`config.mk`:
```
export PLATFORM = sky130hd
export DESIGN_NAME = aurora_tx_seq_framer
export DESIGN_NICKNAME = d
export VERILOG_FILES = /design/src/rtl/aurora_tx_seq_framer.sv
export SDC_FILE = /design/constraint.sdc
export NUM_CORES = 2
export LEC_CHECK = 0
export ABC_CLOCK_PERIOD_IN_PS = 3700
export CAP_MARGIN = 20
export CORE_MARGIN = 10
export CORE_UTILIZATION = 53
export CTS_BUF_LIST = sky130_fd_sc_hd__clkbuf_8
export CTS_CLUSTER_DIAMETER = 30
export DETAILED_ROUTE_END_ITERATION = 8
export HOLD_SLACK_MARGIN = 0.15
export PLACE_DENSITY = 0.72
export SYNTH_ARGS = -nofsm -noshare
export SYNTH_HDL_FRONTEND = slang
export SYNTH_SLANG_ARGS = --single-unit
```
`constraint.sdc`:
```
create_clock -name m_axis_aclk -period 3.7 [get_ports m_axis_aclk]
set_input_delay 0.925 -clock m_axis_aclk [delete_from_list [all_inputs] [get_ports m_axis_aclk]]
set_output_delay 0.925 -clock m_axis_aclk [all_outputs]
set_load 0.01 [all_outputs]
```
`src/rtl/aurora_tx_seq_framer.sv`:
```
// rtl/aurora_tx_seq_framer.sv - store-and-forward Aurora TX framer with sequence trailer
module aurora_tx_seq_framer #(
    parameter int          MAX_WORDS = 64,
    parameter logic [31:0] SEQ_INIT  = 32'h0000_0000
) (
    input  logic        m_axis_aclk,
    input  logic        rst,
    input  logic        s_axis_tvalid,
    input  logic [31:0] s_axis_tdata,
    input  logic        s_axis_tlast,
    output logic        s_axis_tready,
    output logic        m_axis_tvalid,
    output logic [31:0] m_axis_tdata,
    output logic        m_axis_tlast,
    input  logic        m_axis_tready,
    input  logic        ctrl_seq_en,
    output logic [31:0] seq_num,
    output logic [15:0] drop_cnt
);
    localparam int AW = (MAX_WORDS > 1) ? $clog2(MAX_WORDS) : 1;

    typedef enum logic [2:0] {FILL, DISCARD, SEND_DATA, SEND_SEQ, DONE} state_t;

    state_t        state, state_n;
    logic [31:0]   mem [MAX_WORDS];
    logic [AW-1:0] wr_ptr, rd_ptr, len_m1, rd_next;
    logic          seq_en_l, primed;
    logic          s_hs, m_hs, wr_full, rd_last;

    assign s_hs    = s_axis_tvalid & s_axis_tready;
    assign m_hs    = m_axis_tvalid & m_axis_tready;
    assign wr_full = (wr_ptr == AW'(MAX_WORDS - 1));
    assign rd_last = (rd_ptr == len_m1);
    assign rd_next = rd_ptr + AW'(1);

    always_ff @(posedge m_axis_aclk or posedge rst) begin
        if (rst) state <= FILL;
        else     state <= state_n;
    end

    always_comb begin
        state_n = state;
        case (state)
            FILL: begin
                if (s_hs) begin
                    if (s_axis_tlast) state_n = SEND_DATA;
                    else if (wr_full) state_n = DISCARD;
                end
            end
            DISCARD:   if (s_hs && s_axis_tlast) state_n = FILL;
            SEND_DATA: if (m_hs && rd_last) state_n = seq_en_l ? SEND_SEQ : DONE;
            SEND_SEQ:  if (m_hs) state_n = DONE;
            DONE:      state_n = FILL;
            default:   state_n = FILL;
        endcase
    end

    always_ff @(posedge m_axis_aclk) begin
        if (state == FILL && s_hs) mem[wr_ptr] <= s_axis_tdata;
    end

    // m_axis_tdata doubles as the RAM read register; after each handshake it is
    // loaded with the next word so a continuously-ready sink sees no bubbles.
    always_ff @(posedge m_axis_aclk or posedge rst) begin
        if (rst) begin
            s_axis_tready <= 1'b0;
            m_axis_tvalid <= 1'b0;
            m_axis_tdata  <= 32'h0;
            m_axis_tlast  <= 1'b0;
            seq_num       <= SEQ_INIT;
            drop_cnt      <= 16'h0;
            wr_ptr        <= '0;
            rd_ptr        <= '0;
            len_m1        <= '0;
            seq_en_l      <= 1'b0;
            primed        <= 1'b0;
        end else begin
            s_axis_tready <= (state_n == FILL) || (state_n == DISCARD);
            case (state)
                FILL: begin
                    if (s_hs) begin
                        if (s_axis_tlast) begin
                            len_m1   <= wr_ptr;
                            seq_en_l <= ctrl_seq_en;
                            rd_ptr   <= '0;
                            primed   <= 1'b0;
                        end else if (wr_full) begin
                            wr_ptr <= '0;
                        end else begin
                            wr_ptr <= wr_ptr + AW'(1);
                        end
                    end
                end
                DISCARD: begin
                    if (s_hs && s_axis_tlast) begin
                        if (drop_cnt != 16'hFFFF) drop_cnt <= drop_cnt + 16'd1;
                        wr_ptr <= '0;
                    end
                end
                SEND_DATA: begin
                    if (!m_axis_tvalid) begin
                        if (!primed) begin
                            m_axis_tdata <= mem[rd_ptr];
                            m_axis_tlast <= (len_m1 == '0) && !seq_en_l;
                            primed       <= 1'b1;
                        end else begin
                            m_axis_tvalid <= 1'b1;
                        end
                    end else if (m_axis_tready) begin
                        if (rd_last) begin
                            if (seq_en_l) begin
                                m_axis_tdata <= seq_num;
                                m_axis_tlast <= 1'b1;
                            end else begin
                                m_axis_tvalid <= 1'b0;
                                m_axis_tlast  <= 1'b0;
                            end
                        end else begin
                            rd_ptr       <= rd_next;
                            m_axis_tdata <= mem[rd_next];
                            m_axis_tlast <= (rd_next == len_m1) && !seq_en_l;
                        end
                    end
                end
                SEND_SEQ: begin
                    if (m_hs) begin
                        m_axis_tvalid <= 1'b0;
                        m_axis_tlast  <= 1'b0;
                    end
                end
                DONE: begin
                    if (seq_en_l) seq_num <= seq_num + 32'd1;
                    wr_ptr <= '0;
                    rd_ptr <= '0;
                end
                default: ;
            endcase
        end
    end
endmodule

```
==> metrics.md <==
| Metric | Value |
|---|---|
| Layout cell share with drive strength beyond 1 | `0.396` |
| Final Hold Fails | `0` |
| Worst setup EP type | `flip-flop` |
| Crit Path Class | `reg -> reg` |
| Final nets | `between 5000 and 6000` |
| Synthesis Warnings | `0` |
| Clock root buffer | `clkbuf_8` |
| Slew @ Worst Pin | `1.19 ns` |
| Crit path DAT | `around 4.6 ns` |
| Yosys top cell by area | `edfxtp_1` |
| Reg2reg end | `m_axis_tdata[1]` |
| Max Root-Sink Buffers | `4` |
| Clock Pin Slew Worst Setup and Hold Paths | `approximately 0.060 ns` |
| Syn avg cell area | `a little over 20 um^2` |
| Worst-skew pair later-pin latency | `between 1 and 1.5 ns` |
| Die W | `452 um` |
| Min-delay src | `s_axis_tdata[20]` |
| Post-Syn Area | `slightly below 0.1 mm^2` |
| Main flop type after synthesis | `edfxtp_1` |
| GRT Resource Usage Total | `0.313` |
| Setup Viol. Count Final | `0` |
| Post-DP HPWL | `approximately 200000 um` |
| Grt total ovfl | `0` |
| Pre-CTS WS | `between 0.08 and 0.09 ns` |
| Data required time at the worst endpoint | `around 4.7 ns` |
| Top-area cell type share of the netlist area | `0.623` |
| Die area | `~0.2 mm^2` |
| First-pass GRT wire length | `between 400000 and 500000 um` |
| Distinct cells, synth | `65` |
| Run status | `finished clean` |
| Worst vdd ir | `0.000576 V` |
| Worst Hold Class | `in -> reg` |
| CP startpoint | `rd_ptr[0]` |
| Total length of routed wires | `around 320000 um` |
| Fin crit period | `3.62 ns` |
| Post-CTS Setup Inserts | `0` |
| Final worst slack | `about 0.076 ns` |
| PwrDens | `665 mW/mm^2` |
| Sequential share of the synthesized area | `0.650` |
| Min-Delay Endpoint | `mem[16][20]` |
| Row count | `158` |
| Lkg Pwr | `36.3 nW` |
| RSZ-0062 raised after global routing | `false` |
| Post-Syn Nets | `4892` |
| Async S/R FF share, synth | `0.0492` |
| CTS tree | `built` |
| Hold Crit Depth | `1` |
| Period utilization | `0.979` |
| 1st-iter DRT viols | `9276` |
| Vias in the first global route | `between 60000 and 70000` |
| Setup Total Neg Slack | `0 ns` |
| Synthesized instance count | `4850` |
| Iteration count of the initial detailed-routing pass | `6` |
| Number of synthesized flops with an enable pin | `approximately 2000` |
| CP Max Fanout | `19` |
| Die height | `about 450 um` |
| Max_cap viols | `0` |
| Initial antenna violation count | `20` |
| Fmax | `about 280 MHz` |
| Io pins | `121` |
| Layout Area Growth over Synthesis | `17.7%` |
| Initial Util | `0.533` |
| Largest net degree at the start of global routing | `between 90 and 100` |
| Synth Register Bits | `2154` |
| Number of I/O port buffers | `120` |
| Worst reg2reg path depth | `8` |
| R2R Setup Slk | `~0.076 ns` |
| Slew Viols, Final | `0` |
| # H-tree levels | `5` |
| DP Cell Count | `between 7000 and 8000` |
| Routed vias | `about 60000` |
| GPL Wtd Cong | `0.908` |
| Final routed DRC violation total | `0` |
| Core region area | `around 0.19 mm^2` |
| Antenna Nets Post-Route | `0` |
| CTS Buf Count | `436` |
| CP startpoint kind | `flip-flop` |
| Wire per inst | `slightly below 40 um` |
| RR Startpoint | `rd_ptr[0]` |
| Vias per cell | `roughly 7.3` |
| Max_slew headroom | `0.201` |
| Layout Skew | `roughly 0.095 ns` |
| Final std cells w/o fill | `8278` |
| Filler Cell Count | `between 10000 and 15000` |
| Largest cells by area after synthesis | `edfxtp_1, mux4_2, dfrtp_1` |
| Clock sink count | `2154` |
## placed cells by master (no fill, tap or decap), types with 17 or more instances in the layout
cell	instances
or3_1	17
buf_12	189
a21oi_1	81
inv_1	80
nor2_1	47
clkbuf_8	451
o21ai_0	40
nand2_1	190
clkinv_1	74
a22oi_1	100
nand4_1	17
nor3_1	56
mux4_2	1109
a211oi_1	19
clkinvlp_4	42
nor2_4	65
bufinv_16	51
buf_2	32
mux2i_1	48
buf_4	201
edfxtp_1	2048
dfrtp_1	102
a221oi_1	67
clkinv_2	75
clkdlybuf4s50_1	88
a22o_1	64
o22ai_1	54
nand3_1	69
xor2_1	21
xnor2_1	38
## final cells by class
cell class	count	area, um^2	area share
antenna	16	40.0	0.000344
clock buffer	451	6210	0.0534
clock inverter	337	2980	0.0256
inverter	10	41.3	0.000355
multi-input combinational	2304	33200	0.286
sequential	2154	64200	0.552
tap	2480	3100	0.0267
timing repair buffer	526	6490	0.0559
## logic make-up (layout without fill, tap and decap cells)
logic type	after synthesis	after routing	synth area share
flip-flops	2154	2154	0.650
adder cells (fa/ha/maj)	4	4	0.000507
AND/OR/NAND/NOR	544	544	0.0255
buffers and inverters	392	1324	0.0200
other	0	16	0
multiplexers	1173	1173	0.260
XOR/XNOR	66	66	0.00601
AO/OA/AOI/OAI	517	517	0.0384
## cells in the mapped netlist, types with 38 or more instances
cell type  count
nand3_1       69
o21ai_0       40
o22ai_1       54
xnor2_1       41
dfrtp_1      106
edfxtp_1    2048
clkbuf_1     121
buf_2        157
nor2_1       116
a221oi_1      67
nand2_1      192
a21oi_1       81
a22oi_1      100
nor3_1        56
buf_1         38
a22o_1        64
mux4_2      1109
buf_4         50
mux2i_1       48
## through the flow
stage	utilization	hold slack (ns)	power, mW	area [um^2]
6_report	0.628	0.213	77.3	116000
5_1_grt	0.627	0.166	80.0	116000
3_5_place_dp	0.575	0.486	51.9	106000
3_3_place_gp	0.575	0.486	51.6	106000
2_1_floorplan	-	0.518	44.9	98700
4_1_cts	0.624	0.177	77.4	116000
## worst max-delay path: stages (launching register included)
cell and delay, ns:
dfrtp_4 0.50, buf_12 0.18, xor2_1 0.19, or4_1 0.54, or2_1 0.51, buf_4 0.32
o21ai_0 0.92, a211oi_1 0.10, a221o_1 0.31
## where the power goes
part	total (mW)	internal (mW)	switching [mW]
clock	25.7	15.0	10.8
sequential	27.8	27.2	0.616
combinational	23.8	12.3	11.5
total	77.3	54.5	22.8
## worst max path at each step
| stage | to | slack, ns |
|---|---|---|
| final | m_axis_tdata[1] | 0.08 |
| after global routing | m_axis_tdata[12] | 0.01 |
| after CTS | m_axis_tvalid | 0.12 |
| after detailed placement | mem[3][30] | 0.09 |
| after global placement | m_axis_tdata[15] | 0.07 |
| after floorplan | mem[30][0] | 0.08 |
## sequential cells by signal (all words and copies together), names as in the netlist
| signal | cells |
|---|---|
| seq_en_l | 1 |
| m_axis_tvalid | 1 |
| m_axis_tlast | 1 |
| rd_ptr | 6 |
| len_m1 | 6 |
| mem | 2048 |
| s_axis_tready | 1 |
| primed | 1 |
| state | 3 |
| drop_cnt | 16 |
| seq_num | 32 |
| wr_ptr | 6 |
| m_axis_tdata | 32 |
## timing repair
| action | 4_1_cts | 5_1_grt |
|---|---|---|
| hold buffers | 0 | 16 |
| resized for setup | 0 | 0 |
| endpoints found under the hold margin | 0 | 72 |
## per-layer routing
metal / track usage / wire length (um)
met1: 0.409 / 106000
met2: 0.470 / 146000
met3: 0.102 / 48300
met4: 0.170 / 21500
met5: 0 / 67
Power figures use the tool's default switching activity.
